### src/rtl/preg_alloc_ctrl.sv
// Rename-stage sequencer for the R10K physical-register free list:
// credit-limited in-order grants, retire forwarding, flush/drain recovery.
module preg_alloc_ctrl #(
  parameter int N           = 3,
  parameter int ARCH_REGS   = 32,
  parameter int PHYS_REGS   = 64,
  parameter int RECOVER_LAT = 2,
  localparam int PB = $clog2(PHYS_REGS),
  localparam int CW = $clog2(PHYS_REGS + 1),
  localparam int TW = $clog2(N + 1)
) (
  input  logic                          clock,
  input  logic                          reset,
  input  logic [N-1:0]                  dispatch_req,
  output logic [N-1:0]                  grant,
  output logic                          dispatch_ready,
  output logic [N-1:0][PB-1:0]          alloc_pregs,
  input  logic [N-1:0]                  retire_free,
  input  logic [N-1:0][PB-1:0]          retire_pregs,
  input  logic                          branch_mispredict,
  input  logic [ARCH_REGS-1:0][PB-1:0]  arch_map,
  output logic [TW-1:0]                 fl_num_tags,
  output logic [N-1:0]                  fl_free_request,
  output logic [N-1:0][PB-1:0]          fl_retired_pregs,
  output logic                          fl_branch_mispredict,
  output logic [ARCH_REGS-1:0][PB-1:0]  fl_arch_map,
  input  logic [N-1:0][PB-1:0]          fl_allocated_pregs,
  input  logic [N-1:0]                  fl_valid_preg,
  output logic [CW-1:0]                 credits,
  output logic                          busy,
  output logic                          alloc_error
);

  localparam int FREE_INIT = PHYS_REGS - ARCH_REGS;
  localparam int SW = CW + 1;
  localparam int DW = (RECOVER_LAT > 0) ? $clog2(RECOVER_LAT + 1) : 1;

  typedef enum logic [1:0] {
    RUN   = 2'd0,
    FLUSH = 2'd1,
    DRAIN = 2'd2
  } state_t;

  state_t                         state;
  logic [ARCH_REGS-1:0][PB-1:0]   map_q;
  logic [DW-1:0]                  drain_cnt;

  logic          run;
  logic          take;
  logic [TW-1:0] req_cnt;
  logic [TW-1:0] free_cnt;
  logic [TW-1:0] k;
  logic [TW-1:0] seen;
  logic [SW-1:0] sum;
  logic          over;
  logic          bad_alloc;

  always_comb begin
    run      = (state == RUN);
    take     = run && !branch_mispredict;
    req_cnt  = TW'($countones(dispatch_req));
    free_cnt = TW'($countones(retire_free));
    k        = '0;
    if (take)
      k = (CW'(req_cnt) > credits) ? TW'(credits) : req_cnt;
    // lowest k requesters win, so grants stay in program order
    grant = '0;
    seen  = '0;
    for (int i = 0; i < N; i++) begin
      if (dispatch_req[i] && (seen < k)) begin
        grant[i] = 1'b1;
        seen     = seen + TW'(1);
      end
    end
    dispatch_ready = take && (k == req_cnt);
    fl_num_tags    = k;
    sum  = {1'b0, credits} - SW'(k) + SW'(free_cnt);
    over = (sum > SW'(FREE_INIT));
    bad_alloc = |(grant & ~fl_valid_preg);
  end

  assign alloc_pregs          = fl_allocated_pregs;
  assign fl_free_request      = run ? retire_free : '0;
  assign fl_retired_pregs     = run ? retire_pregs : '0;
  assign fl_branch_mispredict = (state == FLUSH);
  assign fl_arch_map          = (state == FLUSH) ? map_q : '0;
  assign busy                 = !run;

  always_ff @(posedge clock or negedge reset) begin
    if (!reset) begin
      state       <= RUN;
      credits     <= CW'(FREE_INIT);
      map_q       <= '0;
      drain_cnt   <= '0;
      alloc_error <= 1'b0;
    end else begin
      case (state)
        RUN: begin
          credits <= over ? CW'(FREE_INIT) : sum[CW-1:0];
          if (over || bad_alloc)
            alloc_error <= 1'b1;
          if (branch_mispredict) begin
            map_q <= arch_map;
            state <= FLUSH;
          end
        end
        FLUSH: begin
          credits   <= CW'(FREE_INIT);
          drain_cnt <= DW'(RECOVER_LAT);
          if (branch_mispredict)
            map_q <= arch_map;
          else if (RECOVER_LAT == 0)
            state <= RUN;
          else
            state <= DRAIN;
        end
        DRAIN: begin
          if (branch_mispredict) begin
            map_q <= arch_map;
            state <= FLUSH;
          end else if (drain_cnt <= DW'(1)) begin
            state <= RUN;
          end else begin
            drain_cnt <= drain_cnt - DW'(1);
          end
        end
        default: state <= RUN;
      endcase
    end
  end

endmodule

### config.mk
export PLATFORM = sky130hd
export DESIGN_NAME = preg_alloc_ctrl
export DESIGN_NICKNAME = d
export VERILOG_FILES = /design/src/rtl/preg_alloc_ctrl.sv
export SDC_FILE = /design/constraint.sdc
export NUM_CORES = 1
export LEC_CHECK = 0
export BUFFER_PORTS_ARGS = -buffer_cell sky130_fd_sc_hd__buf_2
export CORE_AREA = 2 2 188 190
export DETAILED_ROUTE_END_ITERATION = 7
export DIE_AREA = 0 0 190 192
export PLACE_DENSITY_LB_ADDON = 0.15
export SKIP_LAST_GASP = 1
export SLEW_MARGIN = 20
export SYNTH_ARGS = -nofsm -noshare
export SYNTH_HDL_FRONTEND = slang
export SYNTH_SLANG_ARGS = --single-unit
export TNS_END_PERCENT = 1
### constraint.sdc
create_clock -name clock -period 5.9 [get_ports clock]
set_input_delay 0.295 -clock clock [delete_from_list [all_inputs] [get_ports clock]]
set_output_delay 0.295 -clock clock [all_outputs]
set_load 0.005 [all_outputs]
# After elaboration in Yosys (flattened, before gate mapping)
# Cells that the tools add are included.
[word_totals]
wordCells = 97
rom_bits = 0
ramBits = 0
memories = 0
register_bits = 204
latchBits = 0
[classes]
n_div = 0
shift = 0
n_addsub = 8
order_cmp = 6
reduce_logical = 17
n_eq_ne = 8
mux = 20
multipliers = 0
bitwise = 2
[ops]
columns = ["cell", "count"]
rows = [
  ["$mux W192", 1],
  ["$mux W18", 1],
  ["$mux W2", 9],
  ["$pmux W7 S2", 1],
  ["$add A8 B2 Y8", 1],
  ["$gt A8 B6 Y1 const B", 1],
  ["$ne A2 B2 Y1 const B", 4],
  ["$sub A7 B2 Y8", 1],
  ["$gt A2 B7 Y1", 1],
  ["$mux W7", 1],
  ["$pmux W2 S3", 1],
  ["$reduce_and A3 Y1", 2],
  ["$reduce_or A3 Y1", 2],
  ["$logic_and A1 B1 Y1", 5],
  ["$add A1 B1 Y2", 2],
  ["$add A2 B1 Y2", 2],
  ["$lt A2 B2 Y1", 2],
  ["$mux W1", 4],
  ["$pmux W2 S2", 1],
  ["$reduce_and A2 Y1", 2],
  ["$reduce_bool A2 Y1", 2],
  ["$and A3 B3 Y3", 1],
  ["$mux W3", 1],
  ["$ne A3 B3 Y1 const B", 1],
  ["other kinds (11)", 12],
]

# Logic depth before layout (Yosys ltp)
# Gate-level depths: netlist of run 1.
[depth]
depth_word = 18
mapped_depth = 19
ltp_nobuf = 19

# Least setup slack after synthesis of run 1
# No wires, ideal clock.
[synth_timing]
path_kind = "input -> register"
start = "input port dispatch_req[0]"
end = "register credits[3]"
arrival_time_ps = 4528
cell_stages = 19
required_time_ps = 5834
path_slack_ps = 1306
path_buffers = 0
setup_ps = 66
cell_sequence = "fa_1 > inv_1 > ha_1 > nand4_1 > nor2_1 > nor3_2 > mux2_2 > inv_2 > ha_1 > fa_1 > inv_1 > ha_1 > fa_1 > a211o_1 > o211ai_2 > o32ai_1 > a221o_1 > nor3_4 > a22o_1"
[synth_between]
elab_chain_cells = 10
[synth_lines]
columns = ["element", "line_no", "source"]
rows = [
  ["start, declared", "14", "input logic [N-1:0] dispatch_req,"],
  ["$add A1 B1 Y2 (not written as such) (*)", "61", "req_cnt = TW'($countones(dispatch_req));"],
  ["$add A2 B1 Y2 (not written as such) (*)", "61", ""],
  ["$gt A2 B7 Y1", "65", "k = (CW'(req_cnt) > credits) ? TW'(credits) : req_cnt;"],
  ["$mux W2 (*)", "65", ""],
  ["$mux W2 (*)", "64", "if (take)"],
  ["net fl_num_tags[0]", "22", "output logic [TW-1:0] fl_num_tags,"],
  ["$sub A7 B2 Y8 (*)", "77", "sum = {1'b0, credits} - SW'(k) + SW'(free_cnt);"],
  ["$add A8 B2 Y8 (*)", "77", ""],
  ["$gt A8 B6 Y1", "78", "over = (sum > SW'(FREE_INIT));"],
  ["$mux W7 (*)", "99", "credits <= over ? CW'(FREE_INIT) : sum[CW-1:0];"],
  ["$pmux W7 S2 (*)", "97", "case (state)"],
  ["end signal, assigned", "92", "credits <= CW'(FREE_INIT);"],
  ["end signal, assigned", "99", ""],
  ["end signal, assigned", "108", "credits <= CW'(FREE_INIT);"],
  ["end, declared", "29", "output logic [CW-1:0] credits,"],
]
# Mark *: on every way through the listed nets, which the timed path passes. The rest lies on a longest branch.
# A chain may end at the register's enable or synchronous reset.

# Worst setup path after layout of run 1
[layout_timing]
start = "register credits[1]"
end = "register credits[1]"
[layout_between]
elab_chain_cells = 8
[layout_lines]
columns = ["element", "line_no"]
rows = [
  ["$gt A2 B7 Y1", "65"],
  ["$mux W2", "65"],
  ["$mux W2", "64"],
  ["$sub A7 B2 Y8 (*)", "77"],
  ["$add A8 B2 Y8 (*)", "77"],
  ["$gt A8 B6 Y1", "78"],
  ["$mux W7 (*)", "99"],
  ["$pmux W7 S2 (*)", "97"],
]
# Every way passes the cells marked *; elsewhere a longest branch is shown, timed or not.

==> results.json, run 1 <==
{
  "finalCritPeriodShare": 0.781,
  "cp_top_family": "adder cells",
  "die_x_um": 190,
  "drc_errors": 0,
  "setup_viol": 0,
  "seqCellArea_mm2": 0.00511,
  "dieHeight_um": 192,
  "overflow": 0,
  "critPathMaxStageDelay_ns": 0.49,
  "yosysWarningCount": 0,
  "synth_area_leaders": "dfrtp_1 (51%), mux2_2 (21%), and2_1 (13%)",
  "wl_um": 30600,
  "cellPowerDensity_mw_per_mm2": 304,
  "status": "finished, final reports clean",
  "setup_tns_ns": 0,
  "die-area_mm2": 0.0365,
  "cpMostUsedCell": "ha_1",
  "yosys.area.top_type_share": 0.510,
  "synth_cell_types": 50,
  "clock-root-buffer": "clkbuf_16",
  "io_buffers": 450,
  "post-route-min-period_ns": 4.61,
  "maxCapViolCount": 0,
  "antenna_found_initial": 0,
  "via_per_inst": 4.37,
  "wl_per_cell_um": 16.1,
  "min_path_type": "in -> reg",
  "slowest_stage": "dfrtp_1",
  "multi_input_comb_area_mm2": 0.00445,
  "grt_pass1_wl_um": 46700,
  "critPathMaxFanout": 7,
  "maxSlewHeadroom": 0.391,
  "ir_drop_v": 0.000198,
  "synth.most_common_cell": "and2_1",
  "htreeDepth": 1,
  "syn_area_mm2": 0.00997,
  "syn_avg_cell_area_um2": 12.2,
  "place_inst": 1661,
  "synth_top_area_cell": "dfrtp_1",
  "synth_edf_count": 0,
  "cts_sinks": 204,
  "clockBufferDepth": 3,
  "drive_gt1_frac": 0.475,
  "p_leak_nw": 7.55,
  "syn2layout_area_growth_pct": 54.3,
  "ys_ff_latch": 204,
  "insertion_delay_ns": 0.53,
  "grt_pass1_vias": 8592,
  "ys_seq_area_frac": 0.512,
  "grt_max_degree": 125,
  "path_cells": "inv_1, ha_1, nand4_1, nor2_1, nor3_2, mux2_2, inv_2, ha_1, fa_1, inv_1, ha_1, fa_1, a211o_1, o21a_1, nor3_1, a31oi_1, o31ai_1, a32o_1",
  "syn_inst": 814,
  "place.gp.congestion": 0.829,
  "finalHoldViolCount": 0,
  "cp-end-kind": "flop",
  "cts_resized": 0,
  "drv_slew": 0,
  "n_antenna_cell": 0,
  "fp-row-count": 68,
  "nFillCells": 3228,
  "cp.required_ns": 6.35,
  "numCtsBuffers": 25,
  "fin_cells": 1901,
  "worst_hold_slack_ns": 0.193,
  "hpwl_um": 20900,
  "ant_nets": 0,
  "synthTopCellsByCount": "and2_1 (211), dfrtp_1 (203), mux2_2 (182)",
  "critPathLaunchType": "flop",
  "core_mm2": 0.0343,
  "clk_pin_slew_worst_paths_ns": 0.06,
  "dr.first_iter.drc_count": 310,
  "timing.fmax_mhz": 217,
  "ys_async_sr_fraction": 1.00,
  "grtUsageTotal": 0.159,
  "syn-num-nets": 1081,
  "fin_skew_ns": 0.0153,
  "cts_tree": "done",
  "vias": 8305,
  "start_util": 0.291,
  "worst_slew_pin_slew_ns": 0.913,
  "critPathKind": "reg -> reg",
  "crit_buf_inv": 3,
  "crit_arrival_ns": 5.06,
  "pin_count": 487,
  "grt_setup_unrepaired": "false",
  "final_nets": 1694,
  "synth_ff_type": "dfrtp_1",
  "drtPass1Iterations": 4
}
## sequential cells by signal (all words and copies together) (netlist names)
| register | count |
|---|---|
| map_q | 192 |
| credits | 7 |
| drain_cnt | 2 |
| state | 2 |
| alloc_error | 1 |
## cell families (layout without fill, tap and decap cells)
| logic type | count (synthesis) | count (layout) | share of synthesized area |
|---|---|---|---|
| xor gates and xnor gates | 5 | 5 | 0.00439 |
| buffers and inverters | 91 | 723 | 0.0434 |
| muxes | 194 | 194 | 0.219 |
| AOI/OAI and AO/OA | 41 | 41 | 0.0286 |
| adders and majority gates | 27 | 27 | 0.0361 |
| and+or+nand+nor | 252 | 252 | 0.156 |
| DFF | 204 | 204 | 0.512 |
## repair_timing
item,4_1_cts,5_1_grt
hold buffers,194,0
endpoints found under the setup margin,0,0
hold endpoints to repair,274,0
setup buffers,0,0
## report_power, final
group	internal [W]	leakage [nW]	switching (W)
clock network	0.00103	0.436	0.000620
registers	0.00159	2.39	0.0000992
logic	0.000699	4.72	0.000631
## area by class of cell
| type | count | area share |
|---|---|---|
| Timing Repair Buffer | 650 | 0.278 |
| Sequential cell | 204 | 0.332 |
| Inverter | 27 | 0.00659 |
| Clock buffer | 37 | 0.0475 |
| Clock inverter | 9 | 0.00992 |
| Tap cell | 455 | 0.0370 |
| Multi-Input combinational cell | 519 | 0.289 |
## through the flow
| step | util | cell area [um2] | power [W] | worst slack [ns] |
|---|---|---|---|---|
| finish | 0.449 | 15400 | 0.00467 | 1.29 |
| global placement | 0.366 | 12600 | 0.00294 | 0.844 |
| detailed placement | 0.366 | 12600 | 0.00295 | 0.835 |
| CTS | 0.449 | 15400 | 0.00475 | 1.30 |
| global route | 0.449 | 15400 | 0.00497 | 0.929 |
| floorplan | - | 9970 | 0.00250 | 1.31 |
## cells in the final DEF, fill, tap and decap left out, drive strengths merged, types with 2 or more instances in the layout
master / instances
xor2: 2
a22o: 3
a21oi: 13
nand2: 5
a32o: 2
ha: 24
a31oi: 3
and2: 211
bufinv: 4
or3: 4
nor2: 13
nor2b: 4
dlygate4sd3: 194
mux2: 193
clkbuf: 38
buf: 455
clkinv: 3
nand2b: 2
o21ai: 4
o31ai: 2
nand3: 3
inv: 29
nor4b: 2
nor3: 4
xnor2: 3
dfrtp: 203
fa: 3
o211ai: 2
## routing by layer
metal	GRT usage	share of wire	wire length, um	vias to the layer above
li1	-	-	-	3952
met4	0.0623	0.035	1080	0
met3	0.0347	0.067	2050	70
met5	0	0	0	-
met2	0.289	0.51	15500	312
met1	0.183	0.39	12000	3971
## final timing paths
path | start | endpoint | slack, ns | depth (start not counted)
setup reg to reg | credits[1]$_DFFE_PN0P_ | credits[1]$_DFFE_PN0P_ | 1.29 | 18
max in group asynchronous | reset | map_q[140]$_DFFE_PN0P_ | 4.38 | 3
hold / removal | fl_valid_preg[2] | alloc_error$_DFFE_PN0P_ | 0.19 | 4
min in group asynchronous | reset | map_q[27]$_DFFE_PN0P_ | 0.33 | 2
hold reg to reg | map_q[167]$_DFFE_PN0P_ | map_q[167]$_DFFE_PN0P_ | 0.48 | 1
setup / recovery | credits[1]$_DFFE_PN0P_ | credits[1]$_DFFE_PN0P_ | 1.29 | 18
## worst register-to-register path: stages (launching register included)
cell     delay (ns)
dfrtp_1        0.49
inv_1          0.08
ha_1           0.32
nand4_1        0.09
nor2_1         0.05
nor3_2         0.30
mux2_2         0.42
inv_2          0.09
ha_1           0.23
fa_1           0.48
inv_1          0.04
ha_1           0.20
fa_1           0.41
a211o_1        0.30
o21a_1         0.15
nor3_1         0.17
a31oi_1        0.06
o31ai_1        0.42
a32o_1         0.23
No activity file was read; power rests on OpenSTA's default activity.
==> run 2: changes to the inputs <==
==> constraint.sdc (replaced) <==
create_clock -name clock -period 4.4 [get_ports clock]
set_input_delay 0.22 -clock clock [delete_from_list [all_inputs] [get_ports clock]]
set_output_delay 0.22 -clock clock [all_outputs]
set_load 0.005 [all_outputs]
==> results.json, run 2 (synthesis gave the netlist of run 1 again) <==
{
  "status": "finished, final reports clean",
  "overflow": 0,
  "numCtsBuffers": 25,
  "p_seq_frac": 0.370,
  "critPathCapture": "credits[4]$_DFFE_PN0P_",
  "drive_gt1_frac": 0.481,
  "layout.cells.most_common_list": "buf_2 (449), and2_1 (211), dfrtp_1 (203)",
  "seqCellArea_mm2": 0.00511,
  "post-route-min-period_ns": 4.13,
  "min_path_type": "in -> reg",
  "r2r_end": "credits[4]$_DFFE_PN0P_",
  "grt_util_met2": 0.294,
  "htreeDepth": 1,
  "combPwrFrac": 0.314,
  "grt_use_met1": 0.186,
  "core_mm2": 0.0343,
  "nFillCells": 3234,
  "clock-root-buffer": "clkbuf_16",
  "finalCritPeriodShare": 0.938,
  "critPathMaxFanout": 5,
  "drc_errors": 0,
  "cp.required_ns": 4.85,
  "ir_drop_v": 0.000280,
  "drtPass1Iterations": 4,
  "cts_tree": "done",
  "fp-row-count": 68,
  "wl_um": 31000,
  "crit_arrival_ns": 4.58,
  "p_sw_w": 0.00181,
  "finalInstanceArea_mm2": 0.0154,
  "maxCapViolCount": 0,
  "die-area_mm2": 0.0365,
  "syn2layout_area_growth_pct": 54.8,
  "grt_pass1_wl_um": 47600,
  "met3_usage": 0.0384,
  "grtUsageTotal": 0.164,
  "final_nets": 1712,
  "timing.fmax_mhz": 242,
  "worst_hold_slack_ns": 0.102,
  "grt_setup_unrepaired": "false",
  "cts_setup_buffers": 0,
  "cp.depth": 18,
  "cpMostUsedCell": "inv_1",
  "grt_max_degree": 107,
  "path_cells": "inv_1, ha_1, nand4_1, nor2_1, nor3_2, mux2_4, inv_4, ha_4, fa_1, inv_1, ha_2, fa_2, a211o_1, o211ai_2, o32ai_1, a221o_1, nor3_4, a22o_1",
  "cp_top_family": "adder cells",
  "cts_sinks": 204,
  "pin_count": 487,
  "die_x_um": 190,
  "fin_cells": 1918,
  "p_int_w": 0.00427,
  "reg_top3": "map_q x192, credits x7",
  "clockBufferDepth": 3,
  "startpoint": "credits[5]$_DFFE_PN1P_",
  "ant_nets": 0,
  "p_sw_frac": 0.298,
  "clk_pin_slew_worst_paths_ns": 0.06,
  "vias": 8319,
  "worst_r2r_startpoint": "credits[5]$_DFFE_PN1P_",
  "largest_reg_flops": 192,
  "dr.first_iter.drc_count": 217,
  "worst_slew_pin_slew_ns": 0.919,
  "ff2ff_path_depth": 18,
  "wl_per_cell_um": 16.2,
  "final_util": 0.450,
  "dieHeight_um": 192,
  "place.gp.congestion": 0.803,
  "power_frac_clock": 0.316,
  "slowest_stage": "dfstp_2",
  "top_register": "map_q",
  "n_antenna_cell": 0,
  "reg2reg_setup_slack_ns": 0.27,
  "antenna_found_initial": 0,
  "multi_input_comb_area_mm2": 0.00448,
  "maxSlewHeadroom": 0.387,
  "fin_skew_ns": 0.0112,
  "via_per_inst": 4.34,
  "critPathMaxStageDelay_ns": 0.52,
  "crit_buf_inv": 3,
  "finalHoldViolCount": 0,
  "critPathKind": "reg -> reg",
  "start_util": 0.291,
  "critPathLaunchType": "flop",
  "cp-end-kind": "flop",
  "setup_viol": 0,
  "drv_slew": 0,
  "placed_area_mm2": 0.0127,
  "p_leak_nw": 7.58,
  "hpwl_um": 21700,
  "place_inst": 1679,
  "grt-busiest-layer": "met2",
  "layout_commonest_cell": "buf_2",
  "io_buffers": 450,
  "grt_pass1_vias": 8592,
  "cellPowerDensity_mw_per_mm2": 394,
  "insertion_delay_ns": 0.53
}
run 2: cell count changes in the layout (fill, tap and decap cells not counted), moves of 2 or more:
| cell | delta |
|---|---|
| clkbuf_8 | -2 |
| bufinv_16 | -4 |
| ha_1 | -2 |
| clkbuf_1 | +5 |
| buf_4 | +17 |
run 2: area by class of cell:
class / count / area share
inverter: 27 / 0.00673
clock buffer: 40 / 0.0468
clock inverter: 5 / 0.00187
sequential: 204 / 0.331
timing repair buffer: 668 / 0.286
multi-input combinational: 519 / 0.290
tap: 455 / 0.0369
run 2: power by group through the flow:
stage | Combinational (W) | Sequential [W] | Clock, W
6_report | 0.00191 | 0.00225 | 0.00192
5_1_grt | 0.00213 | 0.00228 | 0.00207
4_1_cts | 0.00193 | 0.00225 | 0.00199
3_3_place_gp | 0.00178 | 0.00227 | 0
2_1_floorplan | 0.00112 | 0.00225 | 0
3_5_place_dp | 0.00179 | 0.00228 | 0
run 2: worst min-delay path by stage:
stage | start | end | slack (ns) | cells past startpoint
after global routing | fl_valid_preg[2] | alloc_error$_DFFE_PN0P_ | 0.12 | 4
after global placement | reset | map_q[39]$_DFFE_PN0P_ | 0.41 | 1
after CTS | fl_valid_preg[2] | alloc_error$_DFFE_PN0P_ | 0.07 | 4
after detailed placement | reset | map_q[39]$_DFFE_PN0P_ | 0.40 | 1
final | fl_valid_preg[2] | alloc_error$_DFFE_PN0P_ | 0.10 | 4
after floorplan | reset | alloc_error$_DFFE_PN0P_ | -0.08 | 0
run 2: layer usage:
| layer | part of all wire | vias up | wire length, um |
|---|---|---|---|
| li1 | - | 3990 | - |
| met1 | 0.38 | 3965 | 11800 |
| met4 | 0.041 | 0 | 1280 |
| met2 | 0.51 | 293 | 15800 |
| met3 | 0.071 | 71 | 2200 |
| met5 | 0 | - | 0 |
run 2: worst min-delay path: cells and delay by family:
kind | cells | cell delay [ns]
buffers and inverters | 1 | 0.09
and+or+nand+nor | 1 | 0.05
AOI/OAI and AO/OA | 2 | 0.22
run 2: per-stage QoR:
stage                     worst slack [ns]  TNS (ns)  power (W)
after detailed placement            -0.222     -1.27    0.00407
after global routing                0.0168         0    0.00649
after CTS                            0.194         0    0.00617
final                                0.273         0    0.00608
after floorplan                   -0.00702   -0.0203    0.00337
after global placement              -0.198     -1.23    0.00405
run 2: what timing repair did:
| action | 4_1_cts | 5_1_grt |
|---|---|---|
| gates resized for setup | 0 | 1 |
| hold endpoints to repair | 297 | 0 |
| endpoints found under the setup margin | 0 | 3 |
| hold buffers | 194 | 0 |
==> run 3: changes to the inputs <==
--- a/config.mk
+++ b/config.mk
@@ -10,6 +10,7 @@
 export DETAILED_ROUTE_END_ITERATION = 7
 export DIE_AREA = 0 0 190 192
 export PLACE_DENSITY_LB_ADDON = 0.15
+export RECOVER_POWER = 50
 export SKIP_LAST_GASP = 1
 export SLEW_MARGIN = 20
 export SYNTH_ARGS = -nofsm -noshare
==> constraint.sdc (replaced) <==
create_clock -name clock -period 4.4 [get_ports clock]
set_input_delay 0.22 -clock clock [delete_from_list [all_inputs] [get_ports clock]]
set_output_delay 0.22 -clock clock [all_outputs]
set_load 0.01 [all_outputs]
==> results.json, run 3 (synthesis gave the netlist of run 1 again) <==
{
  "grt_setup_unrepaired": "false",
  "cp.required_ns": 4.86,
  "met3_wirelength_um": 2280,
  "setup_viol": 0,
  "wl_met1_um": 11400,
  "dr.first_iter.drc_count": 181,
  "drtPass1Iterations": 4,
  "drc_errors": 0,
  "cts_setup_buffers": 0,
  "finalCritPeriodShare": 0.959,
  "maxCapViolCount": 3,
  "finalHoldViolCount": 0,
  "min_path_type": "in -> reg",
  "crit_arrival_ns": 4.68,
  "cts_resized": 0,
  "insertion_delay_ns": 0.52,
  "post-route-min-period_ns": 4.22,
  "syn2layout_area_growth_pct": 55.2,
  "worst_r2r_startpoint": "credits[5]$_DFFE_PN1P_",
  "hold-path-endpoint": "alloc_error$_DFFE_PN0P_",
  "vias": 8323,
  "layout_commonest_cell": "buf_2",
  "ff2ff_path_depth": 18,
  "io_buffers": 450,
  "critPathLaunchType": "flop",
  "r2r_end": "credits[0]$_DFFE_PN0P_",
  "p_leak_nw": 7.55,
  "final_nets": 1713,
  "pin_count": 487,
  "wl_um": 30400,
  "hold_path_depth": 4,
  "path_cells": "inv_1, ha_1, nand4_1, nor2_1, nor3_2, mux2_4, inv_4, ha_4, fa_1, inv_1, ha_2, fa_2, a211o_1, o21a_1, nor3_1, a31oi_1, o31ai_2, a32o_1",
  "place.gp.congestion": 0.800,
  "layout_setup_ws_ns": 0.179,
  "cpMostUsedCell": "inv_1",
  "n_antenna_cell": 0,
  "critPathKind": "reg -> reg",
  "ant_nets": 0,
  "antenna_found_initial": 0,
  "ir_drop_v": 0.000285,
  "fp-row-count": 68,
  "nFillCells": 3311,
  "core_mm2": 0.0343,
  "hp-start": "fl_valid_preg[2]",
  "cts-hold-fix-buffers": 194,
  "cts_tree": "done",
  "highest_layer": "met4",
  "cellPowerDensity_mw_per_mm2": 415,
  "hpwl_um": 21200,
  "die_x_um": 190,
  "grt_max_degree": 195,
  "clock-root-buffer": "clkbuf_16",
  "reg_top3": "map_q x192, credits x7",
  "grt_pass1_vias": 8677,
  "route.met2.wl_um": 15900,
  "numCtsBuffers": 26,
  "drv_slew": 314,
  "clockBufferDepth": 3,
  "top_register": "map_q",
  "largest_reg_flops": 192,
  "violations": "max-capacitance violations, max-slew violations",
  "clk_pin_slew_worst_paths_ns": 0.06,
  "htreeDepth": 1,
  "multi_input_comb_area_mm2": 0.00446,
  "startpoint": "credits[5]$_DFFE_PN1P_",
  "grt_pass1_wl_um": 46400,
  "dieHeight_um": 192,
  "die-area_mm2": 0.0365,
  "via_per_inst": 4.34,
  "crit_buf_inv": 3,
  "final_util": 0.451,
  "fin_cells": 1919,
  "fin_skew_ns": 0.00632,
  "slowest_stage": "dfstp_2",
  "cts_sinks": 204,
  "cp-end-kind": "flop",
  "layout.cells.most_common_list": "buf_2 (436), dfrtp_1 (203), and2_1 (198)",
  "drive_gt1_frac": 0.470,
  "critPathMaxFanout": 5,
  "cp_top_family": "adder cells",
  "start_util": 0.291,
  "grtUsageTotal": 0.159,
  "seqCellArea_mm2": 0.00511,
  "status": "finished, violations left",
  "place_inst": 1679,
  "critPathMaxStageDelay_ns": 0.52,
  "worst_slew_pin_slew_ns": 2.49,
  "overflow": 0,
  "maxSlewHeadroom": -0.663,
  "timing.fmax_mhz": 237,
  "reg2reg_setup_slack_ns": 0.18,
  "power.total_w": 0.00642,
  "wl_per_cell_um": 15.9,
  "dp_slack_ns": -0.223
}
run 3: cell types whose count changed in the layout (fill, tap and decap cells not counted), sizes merged:
cell,change
clkbuf,+24
inv,-1
buf,-23
bufinv,+3
clkinv,-2
run 3: report_power, final:
group / total, W / internal, W / leakage [nW] / switching (W)
clock: 0.00220 / 0.00139 / 0.436 / 0.000812
combinational: 0.00197 / 0.00101 / 4.72 / 0.000964
sequential: 0.00225 / 0.00213 / 2.39 / 0.000114
total: 0.00642 / 0.00453 / 7.55 / 0.00189
run 3: worst max-delay path by stage:
stage                        endpoint  slack, ns  cells past startpoint
2_1_floorplan  credits[3]$_DFFE_PN0P_      -0.01                     19
4_1_cts        credits[0]$_DFFE_PN0P_       0.17                     18
6_report       credits[0]$_DFFE_PN0P_       0.18                     18
5_1_grt        credits[0]$_DFFE_PN0P_      0.006                     18
3_3_place_gp   credits[1]$_DFFE_PN0P_      -0.21                     20
3_5_place_dp   credits[0]$_DFFE_PN0P_      -0.22                     20
run 3: per-layer routing:
layer / GRT usage / vias up
met5: 0 / -
met4: 0.0540 / 0
met3: 0.0398 / 60
met2: 0.296 / 293
met1: 0.177 / 3974
li1: - / 3996
run 3: area by class of cell:
class / instances / share of cell area
clock inverters: 5 / 0.00647
flip-flops and latches: 204 / 0.330
clock buffers: 41 / 0.0510
inverters: 27 / 0.00671
repair buffers: 668 / 0.280
well taps: 455 / 0.0368
multi-input cells: 519 / 0.289
run 3: metrics by stage:
step	hold slack (ns)	TNS, ns	instance area (um2)
after floorplan	-0.0756	-0.0325	10000
after global placement	0.379	-1.27	12800
after detailed placement	0.376	-1.27	12800
after CTS	0.0622	0	15600
after global routing	0.105	0	15500
final	0.0984	0	15500
run 3: worst register-to-register path, cell delays in order (launching register included):
cell and delay [ns]:
dfstp_2 0.52, inv_1 0.09, ha_1 0.20, nand4_1 0.09, nor2_1 0.05, nor3_2 0.27
mux2_4 0.35, inv_4 0.06, ha_4 0.19, fa_1 0.47, inv_1 0.05, ha_2 0.18
fa_2 0.36, a211o_1 0.33, o21a_1 0.14, nor3_1 0.16, a31oi_1 0.07, o31ai_2 0.35
a32o_1 0.22
